==> config.mk <==
export PLATFORM = sky130hd
export DESIGN_NAME = relu_maxpool_stream_flat
export DESIGN_NICKNAME = d
export VERILOG_FILES = /design/src/rtl/cnn_pkg.sv /design/src/rtl/relu_maxpool_stream_if.sv /design/src/rtl/pool_row_buf.sv /design/src/rtl/relu_maxpool_stream.sv /design/src/flat_wrapper.sv
export SDC_FILE = /design/constraint.sdc
export NUM_CORES = 1
export LEC_CHECK = 0
export CORE_UTILIZATION = 55
export CTS_CLUSTER_SIZE = 12
export DETAILED_ROUTE_END_ITERATION = 7
export GPL_ROUTABILITY_DRIVEN = 0
export PLACE_DENSITY_LB_ADDON = 0.12
export SYNTH_ARGS = -nofsm -noshare
export SYNTH_HDL_FRONTEND = slang
export SYNTH_SLANG_ARGS = --single-unit
==> constraint.sdc <==
create_clock -name clk_i -period 6.7 [get_ports clk_i]
set_input_delay 1.34 -clock clk_i [delete_from_list [all_inputs] [get_ports clk_i]]
set_output_delay 1.34 -clock clk_i [all_outputs]
set_load 0.01 [all_outputs]
==> src/rtl/cnn_pkg.sv <==
// Shared CNN datapath helpers: signed max and pooled-row sizing.
package cnn_pkg;

    // Wide enough for any sample width the accelerator uses; callers sign-extend into it.
    localparam int MAX_S_W = 64;

    typedef logic signed [MAX_S_W-1:0] max_s_t;

    function automatic max_s_t max_s(input max_s_t a, input max_s_t b);
        return (a >= b) ? a : b;
    endfunction

    function automatic int POOL_OUT_W(input int img_width);
        return img_width / 2;
    endfunction

endpackage

==> src/rtl/relu_maxpool_stream_if.sv <==
// Ready/valid sample stream in and pooled result stream out for the max-pool stage.
interface relu_maxpool_stream_if #(
    parameter int DATA_WIDTH = 32
);
    logic signed [DATA_WIDTH-1:0] in_data;
    logic                         in_valid;
    logic                         in_ready;
    logic signed [DATA_WIDTH-1:0] out_data;
    logic                         out_valid;
    logic                         out_ready;

    modport master (
        output in_data, in_valid, out_ready,
        input  in_ready, out_data, out_valid
    );

    modport slave (
        input  in_data, in_valid, out_ready,
        output in_ready, out_data, out_valid
    );
endinterface

==> src/rtl/pool_row_buf.sv <==
// One pooled row of horizontal pair maxima: single write port, combinational read.
module pool_row_buf #(
    parameter int DATA_WIDTH = 32,
    parameter int DEPTH      = 13,
    localparam int AW        = (DEPTH > 1) ? $clog2(DEPTH) : 1
) (
    input  logic                         clk_i,
    input  logic                         i_we,
    input  logic [AW-1:0]                i_waddr,
    input  logic signed [DATA_WIDTH-1:0] i_wdata,
    input  logic [AW-1:0]                i_raddr,
    output logic signed [DATA_WIDTH-1:0] o_rdata
);
    logic signed [DATA_WIDTH-1:0] r_mem [DEPTH];

    always_ff @(posedge clk_i) begin
        if (i_we) begin
            r_mem[i_waddr] <= i_wdata;
        end
    end

    assign o_rdata = r_mem[i_raddr];
endmodule

==> src/rtl/relu_maxpool_stream.sv <==
// Streaming 2x2 stride-2 max-pool over a row-major ReLU sample stream.
// Even rows fill the row buffer with pair maxima; odd rows finish each window.
module relu_maxpool_stream
    import cnn_pkg::*;
#(
    parameter int DATA_WIDTH = 32,
    parameter int IMG_WIDTH  = 26,
    parameter int IMG_HEIGHT = 26
) (
    input  logic                 clk_i,
    input  logic                 rst_ni,
    input  logic                 clear_i,
    relu_maxpool_stream_if.slave s_if,
    output logic                 frame_done_o
);
    localparam int HALF_W = POOL_OUT_W(IMG_WIDTH);
    localparam int CW     = $clog2(IMG_WIDTH);
    localparam int RW     = $clog2(IMG_HEIGHT);
    localparam int AW     = (HALF_W > 1) ? $clog2(HALF_W) : 1;

    logic [CW-1:0]                r_col;
    logic [RW-1:0]                r_row;
    logic signed [DATA_WIDTH-1:0] r_pair;
    logic signed [DATA_WIDTH-1:0] r_out_data;
    logic                         r_out_valid;
    logic                         r_frame_done;

    logic                         w_accept;
    logic                         w_col_last;
    logic                         w_row_last;
    logic                         w_buf_we;
    logic                         w_load;
    logic [AW-1:0]                w_idx;
    logic signed [DATA_WIDTH-1:0] w_hmax;
    logic signed [DATA_WIDTH-1:0] w_vmax;
    logic signed [DATA_WIDTH-1:0] w_buf_rd;

    // Stalls on any held result, even if the next sample would not produce one.
    assign s_if.in_ready = !clear_i && (!r_out_valid || s_if.out_ready);
    assign w_accept      = s_if.in_valid && s_if.in_ready;
    assign w_col_last    = (r_col == CW'(IMG_WIDTH - 1));
    assign w_row_last    = (r_row == RW'(IMG_HEIGHT - 1));
    assign w_idx         = AW'(r_col >> 1);

    // Odd width/height: trailing column is even and trailing row is even, so they never pool.
    assign w_buf_we = w_accept && r_col[0] && !r_row[0];
    assign w_load   = w_accept && r_col[0] && r_row[0];

    assign w_hmax = DATA_WIDTH'(max_s(max_s_t'(r_pair), max_s_t'(s_if.in_data)));
    assign w_vmax = DATA_WIDTH'(max_s(max_s_t'(w_buf_rd), max_s_t'(w_hmax)));

    pool_row_buf #(
        .DATA_WIDTH(DATA_WIDTH),
        .DEPTH     (HALF_W)
    ) u_row_buf (
        .clk_i  (clk_i),
        .i_we   (w_buf_we),
        .i_waddr(w_idx),
        .i_wdata(w_hmax),
        .i_raddr(w_idx),
        .o_rdata(w_buf_rd)
    );

    // Stage boundary: counters, pair register and the output register.
    always_ff @(posedge clk_i or negedge rst_ni) begin
        if (!rst_ni) begin
            r_col        <= '0;
            r_row        <= '0;
            r_pair       <= '0;
            r_out_data   <= '0;
            r_out_valid  <= 1'b0;
            r_frame_done <= 1'b0;
        end else begin
            r_frame_done <= w_accept && w_col_last && w_row_last;
            if (clear_i) begin
                r_col       <= '0;
                r_row       <= '0;
                r_pair      <= '0;
                r_out_valid <= 1'b0;
            end else begin
                if (w_accept) begin
                    if (w_col_last) begin
                        r_col <= '0;
                        r_row <= w_row_last ? '0 : r_row + 1'b1;
                    end else begin
                        r_col <= r_col + 1'b1;
                    end
                    if (!r_col[0]) begin
                        r_pair <= s_if.in_data;
                    end
                end
                if (w_load) begin
                    r_out_data  <= w_vmax;
                    r_out_valid <= 1'b1;
                end else if (s_if.out_ready) begin
                    r_out_valid <= 1'b0;
                end
            end
        end
    end

    assign s_if.out_data  = r_out_data;
    assign s_if.out_valid = r_out_valid;
    assign frame_done_o   = r_frame_done;
endmodule
==> src/flat_wrapper.sv <==
// flat-port wrapper written by rule: the top's interface ports become plain ports
module relu_maxpool_stream_flat import cnn_pkg::*;
#(
    parameter int DATA_WIDTH = 32,
    parameter int IMG_WIDTH  = 26,
    parameter int IMG_HEIGHT = 26
)
  (clk_i, rst_ni, clear_i, frame_done_o, s_if_in_data, s_if_in_valid, s_if_out_ready, s_if_in_ready, s_if_out_data, s_if_out_valid);
  relu_maxpool_stream_if #(.DATA_WIDTH(DATA_WIDTH)) s_if_i ();
  input  logic clk_i;
  input  logic rst_ni;
  input  logic clear_i;
  output logic frame_done_o;
  input wire logic [$bits(s_if_i.in_data)-1:0] s_if_in_data;
  input wire logic [$bits(s_if_i.in_valid)-1:0] s_if_in_valid;
  input wire logic [$bits(s_if_i.out_ready)-1:0] s_if_out_ready;
  output wire logic [$bits(s_if_i.in_ready)-1:0] s_if_in_ready;
  output wire logic [$bits(s_if_i.out_data)-1:0] s_if_out_data;
  output wire logic [$bits(s_if_i.out_valid)-1:0] s_if_out_valid;
  assign s_if_i.in_data = s_if_in_data;
  assign s_if_i.in_valid = s_if_in_valid;
  assign s_if_i.out_ready = s_if_out_ready;
  assign s_if_in_ready = s_if_i.in_ready;
  assign s_if_out_data = s_if_i.out_data;
  assign s_if_out_valid = s_if_i.out_valid;
  relu_maxpool_stream #(.DATA_WIDTH(DATA_WIDTH), .IMG_WIDTH(IMG_WIDTH), .IMG_HEIGHT(IMG_HEIGHT)) u_core (.clk_i(clk_i), .rst_ni(rst_ni), .clear_i(clear_i), .s_if(s_if_i), .frame_done_o(frame_done_o));
endmodule
==> metrics.txt <==
outcome completed; final layout net count ~1700; Setup WS post-layout a little under 700 ps; crit start category primary input; CTS buffer count 51; Crit path required time 7170 ps; Final Cycle Share 0.8976; Area Overhead vs Synth 14.37%; pre-CTS setup slack 148.8 ps; Vias around 14000; DIE HEIGHT between 200 and 250 um; remaining antenna violation count after routing 0; Post-synth EDFFs 416; clk_lat worst skew between 600 and 700 ps; WS Path Type in2reg; syn_nets 1595; FP Rows 73; crit path max fanout 46; final setup TNS 0 ps; Routed WL per cell between 20 and 25 um; Max Cap Viol 0; largest net degree at the start of global routing 83; # DRC 0; DIE AREA 41860 um^2; postcts setup bufs 0; crit path time final ~6000 ps; final setup vio count 0; Root Buffer clkbuf_16; Post-Syn Area ~23000 um^2; Vias/cell 6.380; Tot Pwr approximately 7.1 mW; Netlist cell types 54; post-CTS sizing 0; Cell Pwr Density 274.7 nW/um^2; Fin Clk Skew around 22 ps; Fmax about 170 MHz; RSZ-0062 raised after global routing no; clock slew at reported path FFs 60 ps; asr flop ratio synth 0.1545; final count of pins violating max slew 0; all-layer global routing usage 0.2554; drt total wl a little over 50000 um; PortBufs between 70 and 80; DR pass1 iterations 5; Remaining Overflow, GRT 0; worst min-delay path class reg2reg; endpoint class of the critical path flop; I/O pin count 72; Post-Synthesis Cells 1490; CTS tree yes; prevailing post-synth register cell edfxtp_1; first-pass GRT wire length approximately 80000 um; clock tree buffer depth 3; core area about 40000 um^2; DP HPWL approximately 33000 um; cell type with the largest total area after synthesis edfxtp_1; #FFs+latches synth just under 500; Die Wd between 200 and 250 um; vias in the first global route about 13000; layout cells sized above 1 0.1843; initial antenna violation count 0; VDD IR-drop max about 0.18 mV; syn avg cell area approximately 15 um^2; Slew @ Worst Pin between 1000 and 1500 ps; normalized max-slew margin 0.3149; top area cells in the synthesized netlist edfxtp_1 55%, mux4_2 13%, dfrtp_1 8.4%; Leakage between 8 and 9 nW; crit path DAT ~6500 ps; Iter 0 DRT Violations between 1000 and 1500; part of the Yosys area used for sequential elements 0.6377; Starting Density 0.5630; clock sinks ~490; CTS Hold Bufs 0; Hold Vio Cnt, Final 0; Synth top area share 0.5534; synthesis warning total 0; H-tree levels 2
-- cell usage in the layout (no fill, tap or decap), drive strengths merged, types with 2 or more instances in the layout --
| cell type | instances |
|---|---|
| or4 | 5 |
| nor4 | 3 |
| nor2 | 48 |
| and2 | 31 |
| clkbuf | 60 |
| mux4 | 128 |
| a211oi | 2 |
| clkinv | 17 |
| o2111ai | 2 |
| buf | 72 |
| nand4 | 48 |
| nor3 | 13 |
| o21ai | 44 |
| xor2 | 4 |
| o221ai | 2 |
| nor2b | 34 |
| or2 | 2 |
| nand2 | 87 |
| a21oi | 63 |
| o211a | 2 |
| o31ai | 32 |
| edfxtp | 416 |
| a221oi | 3 |
| nand3 | 10 |
| a32oi | 30 |
| bufinv | 2 |
| or3 | 3 |
| dfrtp | 76 |
| a21o | 4 |
| o22ai | 65 |
| clkdlybuf4s50 | 69 |
| a221o | 32 |
| nand2b | 38 |
| ha | 68 |
| o211ai | 3 |
| inv | 73 |
-- final timing paths --
| path | from | to | slack (ps) | cells after the start |
|---|---|---|---|---|
| worst min-delay path | u_core.s_if.out_data[12] | u_core.s_if.out_data[12] | 520 | 2 |
| worst max register to register | u_core.r_pair[29] | u_core.s_if.out_data[11] | 1570 | 18 |
| worst min register to register | u_core.s_if.out_data[12] | u_core.s_if.out_data[12] | 520 | 2 |
| max in group asynchronous | rst_ni | u_core.r_col[2] | 5030 | 1 |
| min in group asynchronous | rst_ni | u_core.r_pair[28] | 910 | 1 |
| worst max-delay path | s_if_in_data[23] | u_core.s_if.out_data[11] | 690 | 20 |
-- registers in the layout, summed over array words and instances (netlist names) --
register,flops
u_core.s_if.out_valid,1
u_core.r_pair,32
u_core.s_if.out_data,32
u_core.frame_done_o,1
u_core.u_row_buf.r_mem,416
u_core.r_col,5
u_core.r_row,5
-- Yosys cell counts (32+ instances only) --
library cell	count
a221o_1	32
inv_1	71
nand2b_1	38
nor2_1	48
nor2b_1	34
ha_1	68
nand2_1	87
edfxtp_1	416
dfrtp_1	76
mux4_2	128
o31ai_1	32
o21ai_1	32
o22ai_1	64
a21oi_1	63
clkbuf_1	88
nand4_1	47
-- power breakdown --
part	leakage, nW	internal (mW)	switching (mW)
Combinational	3.33	0.349	0.601
Clock	0.733	1.46	1.15
Sequential	4.80	3.49	0.0393
-- kinds of logic after synthesis --
| kind of cell | after synthesis | synth area share |
|---|---|---|
| DFF | 492 | 0.6377 |
| and+or+nand+nor | 327 | 0.07555 |
| AOI/OAI and AO/OA | 293 | 0.08863 |
| buffers and inverters | 178 | 0.03121 |
| muxes | 128 | 0.1277 |
| adders and majority gates | 68 | 0.03769 |
| xor gates and xnor gates | 4 | 0.001552 |
-- per-layer routing --
layer,part of all wire,GRT usage,routed length (um)
met5,0,0,0
met4,0.020,0.05970,1027
met3,0.068,0.04470,3555
met2,0.46,0.3913,23950
met1,0.45,0.3831,23460
-- critical path: stages --
cell	delay, ps
clkdlybuf4s50_1	570
inv_1	90
ha_1	330
nand4_1	140
or4_4	600
or3_1	390
o22ai_4	180
buf_12	260
o22ai_1	130
nor2_1	290
ha_1	320
a21oi_1	150
nand2_1	70
a221oi_1	300
buf_4	200
nor2b_1	50
or4_1	570
buf_12	210
a32oi_1	210
o21ai_1	80
-- area by class of cell --
type	count	area [um^2]
Antenna cell	1	2.502
Clock buffer	60	1310
Clock inverter	21	188.9
Fill cell	2834	14280
Inverter	72	270.3
Multi-Input combinational cell	820	7656
Sequential cell	492	14400
Tap cell	525	656.9
Timing Repair Buffer	141	1329
-- per-stage QoR --
| stage | util | std cells | hold WS [ps] | area, um^2 |
|---|---|---|---|---|
| 4_1_cts | 0.6438 | 2131 | 516.6 | 25810 |
| 6_report | 0.6439 | 2132 | 515.7 | 25820 |
| 2_1_floorplan | - | 1490 | 471.2 | 22570 |
| 3_3_place_gp | 0.6064 | 2050 | 489.5 | 24320 |
| 5_1_grt | 0.6438 | 2131 | 546.0 | 25810 |
| 3_5_place_dp | 0.6064 | 2050 | 502.9 | 24320 |
No activity file was read; power rests on OpenSTA's default activity.
